==> config.mk <==
export PLATFORM = sky130hd
export DESIGN_NAME = lv_pwm_intb_decode
export DESIGN_NICKNAME = d
export VERILOG_FILES = /design/src/rtl/lv_pwm_intb_decode_pkg.sv /design/src/rtl/lv_pwm_intb_decode_run_cnt.sv /design/src/rtl/lv_pwm_intb_decode.sv
export SDC_FILE = /design/constraint.sdc
export NUM_CORES = 1
export LEC_CHECK = 0
export ABC_AREA = 1
export CORE_MARGIN = 1
export CORE_UTILIZATION = 60
export DETAILED_ROUTE_END_ITERATION = 7
export HOLD_SLACK_MARGIN = 0.1
export PLACE_DENSITY = 0.8
export SLEW_MARGIN = 25
export SYNTH_ARGS = -nofsm -noshare
export SYNTH_HDL_FRONTEND = slang
export SYNTH_SLANG_ARGS = --single-unit
==> constraint.sdc <==
create_clock -name i_clk -period 2.14 [get_ports i_clk]
set_input_delay 0.428 -clock i_clk [delete_from_list [all_inputs] [get_ports i_clk]]
set_output_delay 0.428 -clock i_clk [all_outputs]
set_load 0.01 [all_outputs]
==> src/rtl/lv_pwm_intb_decode_pkg.sv <==
// Shared constants for the LV-side INTB decoder.
// These values must stay in step with the HV encoder parameters.
//   PWM_INTB_EXT_CYC_NUM : cycles per encoded bit on the PWM/INTB line
//   WDG_INTB_TO_TH[cfg]  : LV watchdog timeouts, each >= 2x the matching HV resend period
//   intb_st_e            : decoder FSM states
package lv_pwm_intb_decode_pkg;

  localparam int PWM_INTB_EXT_CYC_NUM = 8;

  // Index [0] is the shortest timeout.
  localparam logic [3:0][15:0] WDG_INTB_TO_TH = {16'd512, 16'd256, 16'd128, 16'd64};

  typedef enum logic [2:0] {
    ST_IDLE,
    ST_MIS1,
    ST_GAP,
    ST_MIS2,
    ST_ERR
  } intb_st_e;

endpackage

==> src/rtl/lv_pwm_intb_decode_run_cnt.sv <==
// lv_run_len_cnt: saturating run-length counter for the INTB decoder.
//   i_clk, i_rst_n : clock, synchronous active-low reset
//   i_clr          : force count to 0
//   i_load         : start a new run (count = 1)
//   i_inc          : extend the current run (saturates at EXT+TOL+1)
//   o_in_range     : EXT-TOL <= count <= EXT+TOL
//   o_too_short    : count < EXT-TOL
//   o_overrun      : count > EXT+TOL
module lv_run_len_cnt #(
  parameter int EXT = 8,
  parameter int TOL = 1
) (
  input  logic i_clk,
  input  logic i_rst_n,
  input  logic i_clr,
  input  logic i_load,
  input  logic i_inc,
  output logic o_in_range,
  output logic o_too_short,
  output logic o_overrun
);

  localparam int SAT = EXT + TOL + 1;
  localparam int W   = $clog2(SAT + 1);

  logic [W-1:0] cnt;

  always_ff @(posedge i_clk) begin
    if (!i_rst_n)                         cnt <= '0;
    else if (i_clr)                       cnt <= '0;
    else if (i_load)                      cnt <= W'(1);
    else if (i_inc && cnt != W'(SAT))     cnt <= cnt + W'(1);
  end

  assign o_too_short = cnt <  W'(EXT - TOL);
  assign o_overrun   = cnt >  W'(EXT + TOL);
  assign o_in_range  = !o_too_short && !o_overrun;

endmodule

==> src/rtl/lv_pwm_intb_decode.sv <==
// lv_pwm_intb_decode: LV-side receiver for the INTB state carried on the
// returned PWM channel. The line is compared with the delayed local gate-wave;
// mismatch/match run lengths decode intb0 (one inverted bit) and intb1
// (inverted, normal, inverted).
//   i_clk, i_rst_n   : clock, synchronous active-low reset
//   i_pwm_intb_n     : received PWM/INTB line (already synchronised)
//   i_lv_pwm_gwave   : locally driven gate-wave (reference)
//   i_wdgintb_en     : watchdog enable
//   i_wdgintb_config : watchdog timeout select
//   o_lv_intb_n      : decoded interrupt level (0 = active)
//   o_intb_vld       : 1-cycle pulse per decoded frame
//   o_frame_err      : 1-cycle pulse per malformed frame
//   o_wdg_timeout    : sticky, no valid frame within the timeout
module lv_pwm_intb_decode
  import lv_pwm_intb_decode_pkg::*;
#(
  parameter int PWM_INTB_EXT_CYC_NUM_P = PWM_INTB_EXT_CYC_NUM,
  parameter int REF_DLY_CYC            = 2,
  parameter int RUN_TOL                = 1,
  parameter int WDG_CNT_W              = 16
) (
  input  logic       i_clk,
  input  logic       i_rst_n,
  input  logic       i_pwm_intb_n,
  input  logic       i_lv_pwm_gwave,
  input  logic       i_wdgintb_en,
  input  logic [1:0] i_wdgintb_config,
  output logic       o_lv_intb_n,
  output logic       o_intb_vld,
  output logic       o_frame_err,
  output logic       o_wdg_timeout
);

  // Reference delay line: aligns the gate-wave with the round-trip line.
  logic [REF_DLY_CYC-1:0] ref_dly;

  always_ff @(posedge i_clk) begin
    if (!i_rst_n) ref_dly <= '0;
    else begin
      ref_dly[0] <= i_lv_pwm_gwave;
      for (int i = 1; i < REF_DLY_CYC; i++) ref_dly[i] <= ref_dly[i-1];
    end
  end

  logic mis;
  assign mis = i_pwm_intb_n ^ ref_dly[REF_DLY_CYC-1];

  // Run counter
  logic run_clr, run_load, run_inc;
  logic in_range, too_short, overrun;

  lv_run_len_cnt #(.EXT(PWM_INTB_EXT_CYC_NUM_P), .TOL(RUN_TOL)) u_run (
    .i_clk       (i_clk),
    .i_rst_n     (i_rst_n),
    .i_clr       (run_clr),
    .i_load      (run_load),
    .i_inc       (run_inc),
    .o_in_range  (in_range),
    .o_too_short (too_short),
    .o_overrun   (overrun)
  );

  // FSM
  intb_st_e st, st_nxt;
  logic     vld_nxt, err_nxt, intb_nxt;

  always_ff @(posedge i_clk) begin
    if (!i_rst_n) st <= ST_IDLE;
    else          st <= st_nxt;
  end

  always_comb begin
    st_nxt   = st;
    run_clr  = 1'b0;
    run_load = 1'b0;
    run_inc  = 1'b0;
    vld_nxt  = 1'b0;
    err_nxt  = 1'b0;
    intb_nxt = o_lv_intb_n;
    case (st)
      ST_IDLE: begin
        if (mis) begin st_nxt = ST_MIS1; run_load = 1'b1; end
        else     run_clr = 1'b1;
      end
      ST_MIS1: begin
        if (mis) begin
          if (overrun) begin st_nxt = ST_ERR; err_nxt = 1'b1; end
          else         run_inc = 1'b1;
        end else if (in_range) begin
          st_nxt = ST_GAP; run_load = 1'b1;
        end else begin
          // short run is a glitch; an over-long run that ends here is an error
          st_nxt  = ST_IDLE;
          run_clr = 1'b1;
          err_nxt = !too_short;
        end
      end
      ST_GAP: begin
        // a gap longer than one bit means no second mismatch follows: intb0
        if (overrun) begin
          st_nxt = ST_IDLE; run_clr = 1'b1; vld_nxt = 1'b1; intb_nxt = 1'b0;
        end else if (mis) begin
          if (in_range) begin st_nxt = ST_MIS2; run_load = 1'b1; end
          else          begin st_nxt = ST_ERR;  err_nxt  = 1'b1; end
        end else begin
          run_inc = 1'b1;
        end
      end
      ST_MIS2: begin
        if (mis) begin
          if (overrun) begin st_nxt = ST_ERR; err_nxt = 1'b1; end
          else         run_inc = 1'b1;
        end else begin
          st_nxt  = ST_IDLE;
          run_clr = 1'b1;
          if (in_range) begin vld_nxt = 1'b1; intb_nxt = 1'b1; end
          else          err_nxt = 1'b1;
        end
      end
      ST_ERR: begin
        if (!mis) begin st_nxt = ST_IDLE; run_clr = 1'b1; end
      end
      default: begin st_nxt = ST_IDLE; run_clr = 1'b1; end
    endcase
  end

  always_ff @(posedge i_clk) begin
    if (!i_rst_n) begin
      o_lv_intb_n <= 1'b1;
      o_intb_vld  <= 1'b0;
      o_frame_err <= 1'b0;
    end else begin
      o_lv_intb_n <= intb_nxt;
      o_intb_vld  <= vld_nxt;
      o_frame_err <= err_nxt;
    end
  end

  // Watchdog: a decoded frame takes priority over reaching the threshold.
  logic [WDG_CNT_W-1:0] wdg_cnt, wdg_inc, wdg_th_m1;
  logic [1:0]           cfg_q;

  assign wdg_inc   = wdg_cnt + WDG_CNT_W'(1);
  assign wdg_th_m1 = WDG_CNT_W'(WDG_INTB_TO_TH[i_wdgintb_config]) - WDG_CNT_W'(1);

  always_ff @(posedge i_clk) begin
    if (!i_rst_n) begin
      wdg_cnt       <= '0;
      o_wdg_timeout <= 1'b0;
      cfg_q         <= '0;
    end else begin
      cfg_q <= i_wdgintb_config;
      if (!i_wdgintb_en || vld_nxt) begin
        wdg_cnt       <= '0;
        o_wdg_timeout <= 1'b0;
      end else if (i_wdgintb_config != cfg_q) begin
        wdg_cnt <= '0;
      end else if (!o_wdg_timeout) begin
        wdg_cnt <= wdg_inc;
        if (wdg_inc == wdg_th_m1) o_wdg_timeout <= 1'b1;
      end
    end
  end

endmodule

======== Yosys cells after proc, flatten, opt, wreduce, memory -nomap -nowiden ========
Index checks and enable logic that the tools add are counted.
word-level totals
  register bits ........................... 31
  input port bits ......................... 7
  output and inout port bits .............. 4
  logic and storage cells ................. 90
operators by class
  add/sub/neg operators ................... 3
  order comparisons ....................... 3
  eq/ne operators ......................... 13
  multiplexer cells ....................... 42
  bitwise operators ....................... 2
  reduce and logical (&&, ||, !) cells .... 17
operator list
  kind                                                  number
  binary-select mux 16 bit (select 2 bit)               1
  two-way mux 1 bit                                     24
  two-way mux 3 bit                                     8
  adder 16 x 1 -> 16 bit (second input constant)        1
  equality test 16 bit                                  1
  two-way mux 16 bit                                    1
  subtractor 16 x 1 -> 16 bit (second input constant)   1
  one-hot mux 3 bit (5 select lines)                    1
  one-hot mux 1 bit (3 select lines)                    3
  OR reduction 3 bit                                    3
  inequality test 2 bit (second input constant)         4
  equality test 3 x 2 -> 1 bit (second input constant)  2
  one-hot mux 1 bit (2 select lines)                    3
  OR reduction 2 bit                                    3
  adder 4 x 1 -> 4 bit (second input constant)          1
  > comparator 4 bit (second input constant)            1
  < comparator 4 x 3 -> 1 bit (second input constant)   1
  inequality test 4 bit (second input constant)         1
  AND reduction 4 bit                                   1
  nonzero test 2 bit                                    2
  equality test 3 x 1 -> 1 bit (second input constant)  1
  equality test 3 bit (second input constant)           1
  zero test 1 bit                                       3
  zero test 3 bit                                       1
  other kinds (10)                                      11

======== Depth between registers and ports, before layout ========
Gate-level depths: netlist of the first run.
  depth in word-level cells ............... 8
  depth in mapped cells ................... 12
  depth with buffers taken out ............ 12

======== By module ========
Synthesis of the first run repeated with hierarchy kept, for this count alone.
second synthesis, totals
  cell total of the unflattened synthesis .. 326
  area, all modules ....................... 2050.7 um2
by module, submodules not included
  module              times used  cells each  area an instance (um2)  sequential area each (um2)
  lv_pwm_intb_decode  1           283         1752.9                  540.5
  lv_run_len_cnt      1           43          297.8                   80.1

======== Worst setup path after synthesis of the first run ========
OpenSTA, ideal clock, no wires.
  path type ............................... register -> register
  from .................................... register u_run.cnt[0]
  to ...................................... register wdg_cnt[10]
  arrival time ............................ 1.646 ns
  slack ................................... 0.431 ns
  stages on the path, launching flop included .. 13
  clock period less this slack ............ 1.709 ns
  cell sequence ........................... dfxtp_1 -> inv_1 -> ha_1 -> nor2_2 -> o21ai_4 -> inv_2 -> nor2_2 -> inv_2 -> nor2_4 -> a21boi_4 -> nand4_4 -> buf_6 -> nor2_2
between the ends
  word-level cells in the longest chain between the ends .. 8
ends and longest elaborated chain
  element                                                            RTL line                                                            RTL
  from (decl)                                                        lv_pwm_intb_decode_run_cnt.sv:26                                    logic [W-1:0] cnt;
  from (signal assigned)                                             lv_pwm_intb_decode_run_cnt.sv:32                                    else if (i_inc && cnt != W'(SAT)) cnt <= cnt + W'(1);
  < comparator 4 x 3 -> 1 bit or > comparator 4 bit (tied branches)  lv_pwm_intb_decode_run_cnt.sv:35, lv_pwm_intb_decode_run_cnt.sv:36
  zero test 1 bit                                                    lv_pwm_intb_decode_run_cnt.sv:37                                    assign o_in_range = !o_too_short && !o_overrun;
  logical AND 1 bit                                                  lv_pwm_intb_decode_run_cnt.sv:37
  two-way mux 1 bit                                                  lv_pwm_intb_decode.sv:116                                           if (in_range) begin vld_nxt = 1'b1; intb_nxt = 1'b1; end
  two-way mux 1 bit                                                  n/a
  one-hot mux 1 bit (2 select lines) *                               lv_pwm_intb_decode.sv:80                                            case (st)
  logical OR 1 bit *                                                 lv_pwm_intb_decode.sv:153                                           if (!i_wdgintb_en || vld_nxt) begin
  OR reduction 3 bit (no source line) *                              n/a
  to (signal assigned)                                               lv_pwm_intb_decode.sv:159                                           wdg_cnt <= wdg_inc;
  to (decl)                                                          lv_pwm_intb_decode.sv:140                                           logic [WDG_CNT_W-1:0] wdg_cnt, wdg_inc, wdg_th_m1;
Mark *: on every way between the ends. The rest lies on a longest branch, timed or not.
A chain may end at the register's enable or synchronous reset.

======== Final worst setup path of the first run ========
  from .................................... register u_run.cnt[0]
  to ...................................... register wdg_cnt[15]
Same word-level chain as after synthesis.

==> results by group, run 1 <==
Finish
  • # diodes: 0
  • Nets: 346
  • Area grow syn2layout: 10.9%
  • Most common cell after layout, fill and taps aside: nand2_1
  • FILL cells: 296
  • Proportion of layout cells with a drive suffix above 1: 0.120
  • Fin cells: 376
  • Most frequent cells in the layout: nand2_1 (92), inv_1 (39), dfxtp_1 (31), nor2_1 (27), nand3_1 (25)

Worst setup path
  • R2R depth: 12
  • RR Startpoint: u_run.cnt[0]
  • WS Path Type: flop to flop
  • Startpoint Class: flop
  • Critical Path AT: 2.10 ns
  • R2R Path End: wdg_cnt[15]
  • Setup crit start: u_run.cnt[0]
  • Crit end category: flop
  • WP data required: 2.40 ns
  • CP endpoint: wdg_cnt[15]
  • R2R Setup Slk: 0.30 ns
  • Worst Path Max Fanout: 16

Drt
  • Routed wire per std cell: 10.9 um
  • DRT Pass-1 Iters: 5
  • Antenna viol nets, final: 0
  • Vias per cell: 5.21
  • Routed wire length: 4120 um
  • DR vias: 1958
  • DRT iter0 DRCs: 157
  • DRC: 0

Placement
  • Placed Instances: 368
  • Hpwl dp: 3150 um
  • # port buffers: 10
  • Routability cong.: 0.879

STA
  • Worst-margin pin slew: 0.513 ns
  • Max-slew headroom: 0.658
  • Tmin final: 1.84 ns
  • Fin crit share: 0.859
  • Post-route setup TNS: 0 ns
  • Final max-slew violation count: 0
  • RSZ-0062 raised after global routing: false
  • Setup-failing EPs final: 0
  • Worst clock skew: 0.00608 ns
  • Endpoints failing hold: 0
  • Peak Freq: 544 MHz

Logic synthesis
  • Register bit count reported by yosys: 31
  • Sequential area share after synthesis: 0.300
  • Syn_nets: 329
  • Synthesized netlist cell count: 314
  • Predominant post-synthesis flop cell: dfxtp_1
  • Mean area per synthesized cell: 6.59 um2
  • Post-synth EDFFs: 0
  • Yosys cell types: 34
  • Mapped cell area: 2070 um2
  • Syn. warnings: 0
  • Async SR Flop Fraction: 0

Global routing
  • Pin count of the biggest net entering global routing: 18
  • Global-route wire length before repair: 6820 um
  • Total Routing Usage GR: 0.251
  • Vias in the first global route: 1627
  • Initial antenna violation count: 0
  • Grt total ovfl: 0

Floorplan
  • Die X: 60.7 um
  • Core ar.: 3150 um2
  • Num ports: 11
  • Num rows: 20
  • Die area: 3690 um2
  • Initial Util: 0.656
  • Die Y: 60.7 um

Worst hold path
  • Hold Path Class: flop to flop

Power and ir drop
  • Peak supply drop: 385 uV
  • P_leak: 0.951 nW
  • Pwr dens: 453 nW/um2

Clock tree
  • Clock-pin slew on the worst setup and hold paths: 0.09 ns
  • Inserted Clock Buffers: 5
  • Root Buffer: clkbuf_4
  • Num Clock Sinks: 31
  • TritonCTS clock tree: yes
  • Post-CTS sizing: 0
  • Post-CTS Hold Fix Bufs: 0
  • H-tree depth: 2
  • Buffer count from post-CTS setup fixing: 0
  • Clk_lat worst skew: 0.33 ns
  • Longest Clk Path Bufs: 2

Flow run
  • Max cap viols: 0

Run status
  • Status: completed
worst max-delay path, cell delays in order, from the launching register on:
cell and delay, ns:
dfxtp_1 0.41, inv_1 0.10, ha_1 0.21, nor2_2 0.14, o21ai_4 0.07, inv_2 0.09
nor2_2 0.05, inv_2 0.10, nor2_4 0.05, a21boi_4 0.17, nand4_4 0.10, buf_12 0.17
a21oi_1 0.12
how the worst min path moves through the flow:
stage	startpoint	to	depth (start not counted)
2_1_floorplan	ref_dly[0]	ref_dly[1]	2
3_3_place_gp	ref_dly[0]	ref_dly[1]	2
3_5_place_dp	ref_dly[0]	ref_dly[1]	2
4_1_cts	ref_dly[0]	ref_dly[1]	2
5_1_grt	ref_dly[0]	ref_dly[1]	2
6_report	ref_dly[0]	ref_dly[1]	2
power breakdown:
part,internal [mW],switching (mW)
Combinational,0.0507,0.0754
Sequential,0.585,0.00675
Clock,0.128,0.193
final cells by class:
class	instances	area [um2]	area share
tap	44	55.1	0.0240
sequential	31	621	0.271
clock buffer	7	45.0	0.0196
clock inverter	1	5.00	0.00218
multi-input combinational	237	1270	0.553
timing repair buffer	14	143	0.0622
inverter	42	158	0.0687
logic make-up after synthesis:
| kind of cell | count (synthesis) | synth area share |
|---|---|---|
| adder cells (fa/ha/maj) | 8 | 0.0484 |
| AND/OR/NAND/NOR | 178 | 0.402 |
| flip-flops | 31 | 0.300 |
| buffers and inverters | 46 | 0.0871 |
| XOR/XNOR | 5 | 0.0248 |
| AO/OA/AOI/OAI | 46 | 0.138 |
sequential cells by signal (all words and copies together), names as in the netlist:
name and flops:
o_intb_vld 1, st 3, o_wdg_timeout 1, wdg_cnt 16
o_frame_err 1, u_run.cnt 4, o_lv_intb_n 1, cfg_q 2
ref_dly 2
metal layers:
| metal | GRT usage | wire, um | vias to the layer above |
|---|---|---|---|
| li1 | - | - | 1050 |
| met1 | 0.294 | 1930 | 856 |
| met2 | 0.452 | 1970 | 44 |
| met3 | 0.0640 | 176 | 8 |
| met4 | 0.0682 | 43 | 0 |
| met5 | 0 | 0 | - |
synthesized netlist by cell type, types with 2 or more instances:
library cell / number / share of area
clkbuf_1: 3 / 0.0054
nor2_4: 4 / 0.022
nand3_1: 25 / 0.060
dfxtp_1: 31 / 0.30
o21ai_0: 17 / 0.041
nand4_1: 7 / 0.021
inv_1: 39 / 0.071
nor2_1: 27 / 0.049
xnor2_1: 2 / 0.0085
inv_2: 3 / 0.0054
xor2_1: 2 / 0.0085
nand2_1: 92 / 0.17
ha_1: 8 / 0.048
nor2_2: 14 / 0.042
nor3_1: 2 / 0.0048
nand3b_1: 3 / 0.011
a21oi_1: 18 / 0.044
per-stage QoR:
| stage | worst slack, ns | instance area, um2 | hold WS, ns | util | power, mW |
|---|---|---|---|---|---|
| floorplan | 0.431 | 2070 | 0.390 | - | 0.694 |
| global placement | 0.114 | 2240 | 0.396 | 0.712 | 0.730 |
| detailed placement | 0.0665 | 2240 | 0.405 | 0.712 | 0.731 |
| CTS | 0.295 | 2290 | 0.425 | 0.727 | 1.05 |
| global route | 0.152 | 2290 | 0.446 | 0.727 | 1.10 |
| finish | 0.302 | 2290 | 0.423 | 0.727 | 1.04 |
Note: power is estimated with default switching activity, not from simulation.
==> inputs of run 2 (changes only) <==
--- a/config.mk
+++ b/config.mk
@@ -10,6 +10,7 @@
 export CORE_UTILIZATION = 60
 export DETAILED_ROUTE_END_ITERATION = 7
 export HOLD_SLACK_MARGIN = 0.1
+export MAX_ROUTING_LAYER = met4
 export PLACE_DENSITY = 0.8
 export SLEW_MARGIN = 25
 export SYNTH_ARGS = -nofsm -noshare
==> constraint.sdc (replaced) <==
create_clock -name i_clk -period 2.14 [get_ports i_clk]
set_input_delay 0.428 -clock i_clk [delete_from_list [all_inputs] [get_ports i_clk]]
set_output_delay 0.428 -clock i_clk [all_outputs]
set_load 0.005 [all_outputs]
==> run 2 against run 1 <==
Net effect:
- routed wire length hardly changed
- first-iteration DRC count is 7.6% lower
- final area unchanged
- register-to-register slack barely moved
- clock-buffer cell count is the same
- sequential power is essentially flat
- total power about the same
- flip-flop and latch count did not move
- maximum frequency barely moved
- critical endpoint unchanged
- largest power group unchanged
==> results by group, run 2 (same netlist as run 1, synthesis figures left out) <==
Run status
  • Status: completed (unchanged)

Worst setup path
  • Crit-path cells: inv_1 > ha_1 > nor2_2 > o21ai_4 > inv_2 > nor2_2 > inv_2 > nor2_4 > a21boi_4 > nand4_4 > buf_12 > a21oi_1 (unchanged)
  • Critical Path AT: 2.10 ns (about the same)
  • Worst path top cell family by delay: buffers and inverters (unchanged)
  • Startpoint Class: flop (unchanged)
  • WP data required: 2.40 ns (about the same)
  • R2R Setup Slk: 0.30 ns (about the same)
  • Worst Path Max Fanout: 16 (unchanged)
  • CP max-delay cell: dfxtp_1 (unchanged)
  • WS Path Type: flop to flop (unchanged)
  • RR Startpoint: u_run.cnt[0] (unchanged)
  • CP max stage delay: 0.41 ns (about the same)
  • WP buf/inv: 4 (unchanged)
  • Crit end category: flop (unchanged)
  • Setup crit start: u_run.cnt[0] (unchanged)

Drt
  • DR vias: 1956 (was 1958)
  • DRT iter0 DRCs: 145 (was 157)
  • DRC: 0 (unchanged)
  • Routed wire length: 4110 um (was 4120 um)
  • DRT Pass-1 Iters: 5 (unchanged)
  • Vias per cell: 5.20 (was 5.21)
  • Routed wire per std cell: 10.9 um (about the same)
  • Antenna viol nets, final: 0 (unchanged)

Clock tree
  • Clk_lat worst skew: 0.33 ns (about the same)
  • TritonCTS clock tree: yes (unchanged)
  • H-tree depth: 2 (unchanged)
  • Post-CTS Hold Fix Bufs: 0 (unchanged)
  • Post-CTS sizing: 0 (unchanged)
  • Root Buffer: clkbuf_4 (unchanged)
  • Buffer count from post-CTS setup fixing: 0 (unchanged)
  • Num Clock Sinks: 31 (unchanged)
  • Clock-pin slew on the worst setup and hold paths: 0.09 ns (about the same)
  • Inserted Clock Buffers: 5 (unchanged)
  • Longest Clk Path Bufs: 2 (unchanged)

Global routing
  • Initial antenna violation count: 0 (unchanged)
  • Total Routing Usage GR: 0.259 (was 0.251)
  • Pin count of the biggest net entering global routing: 18 (unchanged)
  • Grt total ovfl: 0 (unchanged)
  • Vias in the first global route: 1627 (unchanged)
  • Global-route wire length before repair: 6820 um (unchanged)

STA
  • Peak Freq: 544 MHz (about the same)
  • Endpoints failing hold: 0 (unchanged)
  • Setup-failing EPs final: 0 (unchanged)
  • WHS: 0.423 ns (about the same)
  • Tmin final: 1.84 ns (about the same)
  • RSZ-0062 raised after global routing: false (unchanged)
  • Worst-margin pin slew: 0.513 ns (about the same)
  • Setup ws final: 0.302 ns (about the same)
  • Final max-slew violation count: 0 (unchanged)
  • Fin crit share: 0.859 (about the same)
  • Post-route setup TNS: 0 ns (unchanged)
  • Worst clock skew: 0.00613 ns (was 0.00608 ns)
  • Max-slew headroom: 0.658 (about the same)

Floorplan
  • Core ar.: 3150 um2 (unchanged)
  • Die area: 3690 um2 (unchanged)
  • Num rows: 20 (unchanged)
  • Die Y: 60.7 um (unchanged)
  • Die X: 60.7 um (unchanged)
  • Initial Util: 0.656 (unchanged)
  • Num ports: 11 (unchanged)

Finish
  • Most common cell after layout, fill and taps aside: nand2_1 (unchanged)
  • Register with the most flip-flops: wdg_cnt (unchanged)
  • Largest registers: wdg_cnt (16), u_run.cnt (4), st (3) (unchanged)
  • Nets: 346 (unchanged)
  • Design area: 2290 um2 (unchanged)
  • Number of flip-flops in the largest register: 16 (unchanged)
  • Fin util: 0.727 (unchanged)
  • Proportion of layout cells with a drive suffix above 1: 0.120 (unchanged)
  • Most frequent cells in the layout: nand2_1 (92), inv_1 (39), dfxtp_1 (31), nor2_1 (27), nand3_1 (25) (unchanged)
  • # diodes: 0 (unchanged)
  • Fin cells: 376 (unchanged)
  • Area grow syn2layout: 10.9% (unchanged)

Placement
  • Dpl ws: 0.0665 ns (unchanged)
  • Placed Instances: 368 (unchanged)
  • Routability cong.: 0.893 (was 0.879)
  • Area after DPL: 2240 um2 (unchanged)
  • Hpwl dp: 3150 um (unchanged)
  • # port buffers: 10 (unchanged)

Flow run
  • Max cap viols: 0 (unchanged)

Worst hold path
  • Hold_sp: ref_dly[0] (unchanged)
  • Hold Path Class: flop to flop (unchanged)

Power and ir drop
  • Peak supply drop: 385 uV (about the same)
  • Net Sw Frac: 0.265 (about the same)
  • P_leak: 0.951 nW (unchanged)
  • Flop pwr share: 0.570 (about the same)
  • NetSw: 275 uW (about the same)
  • Clk pwr share: 0.309 (about the same)
  • Pwr dens: 453 nW/um2 (about the same)
  • Power, Total: 1.04 mW (about the same)
  • Logic pwr share: 0.121 (about the same)
  • Internal Power: 764 uW (unchanged)
==> run 2: cell counts in the layout (fill, tap and decap cells not counted) <==
Identical to the previous run, type by type.
==> run 2: final timing paths <==
| check | endpoint | depth (start not counted) |
|---|---|---|
| worst min register to register | ref_dly[1] | 2 |
| worst max register to register | wdg_cnt[15] | 12 |
| worst min-delay path | ref_dly[1] | 2 |
| worst max-delay path | wdg_cnt[15] | 12 |
==> run 2: tightest hold or removal path, cell delays in order (launching register included) <==
cell     delay (ns)
dfxtp_1        0.31
nand2_1        0.05
inv_1          0.03
==> run 2: layout make-up <==
cell class | count | area, um2
Inverter | 42 | 158
Tap cell | 44 | 55.1
Fill cell | 296 | 860
Timing Repair Buffer | 14 | 143
Multi-Input combinational cell | 237 | 1270
Clock inverter | 1 | 5.00
Clock buffer | 7 | 45.0
Sequential cell | 31 | 621
==> run 2: layer usage <==
metal	GRT usage	share of wire	vias to the layer above
li1	-	-	1051
met2	0.452	0.48	42
met4	0.0682	0.0097	0
met1	0.294	0.47	857
met3	0.0640	0.043	6
met5	-	0	-
==> run 2: power groups by stage <==
stage / Sequential (mW) / Combinational, mW / Clock, mW
3_3_place_gp: 0.606 / 0.124 / 0
5_1_grt: 0.593 / 0.143 / 0.366
6_report: 0.592 / 0.126 / 0.321
2_1_floorplan: 0.604 / 0.0896 / 0
3_5_place_dp: 0.606 / 0.126 / 0
4_1_cts: 0.592 / 0.126 / 0.335
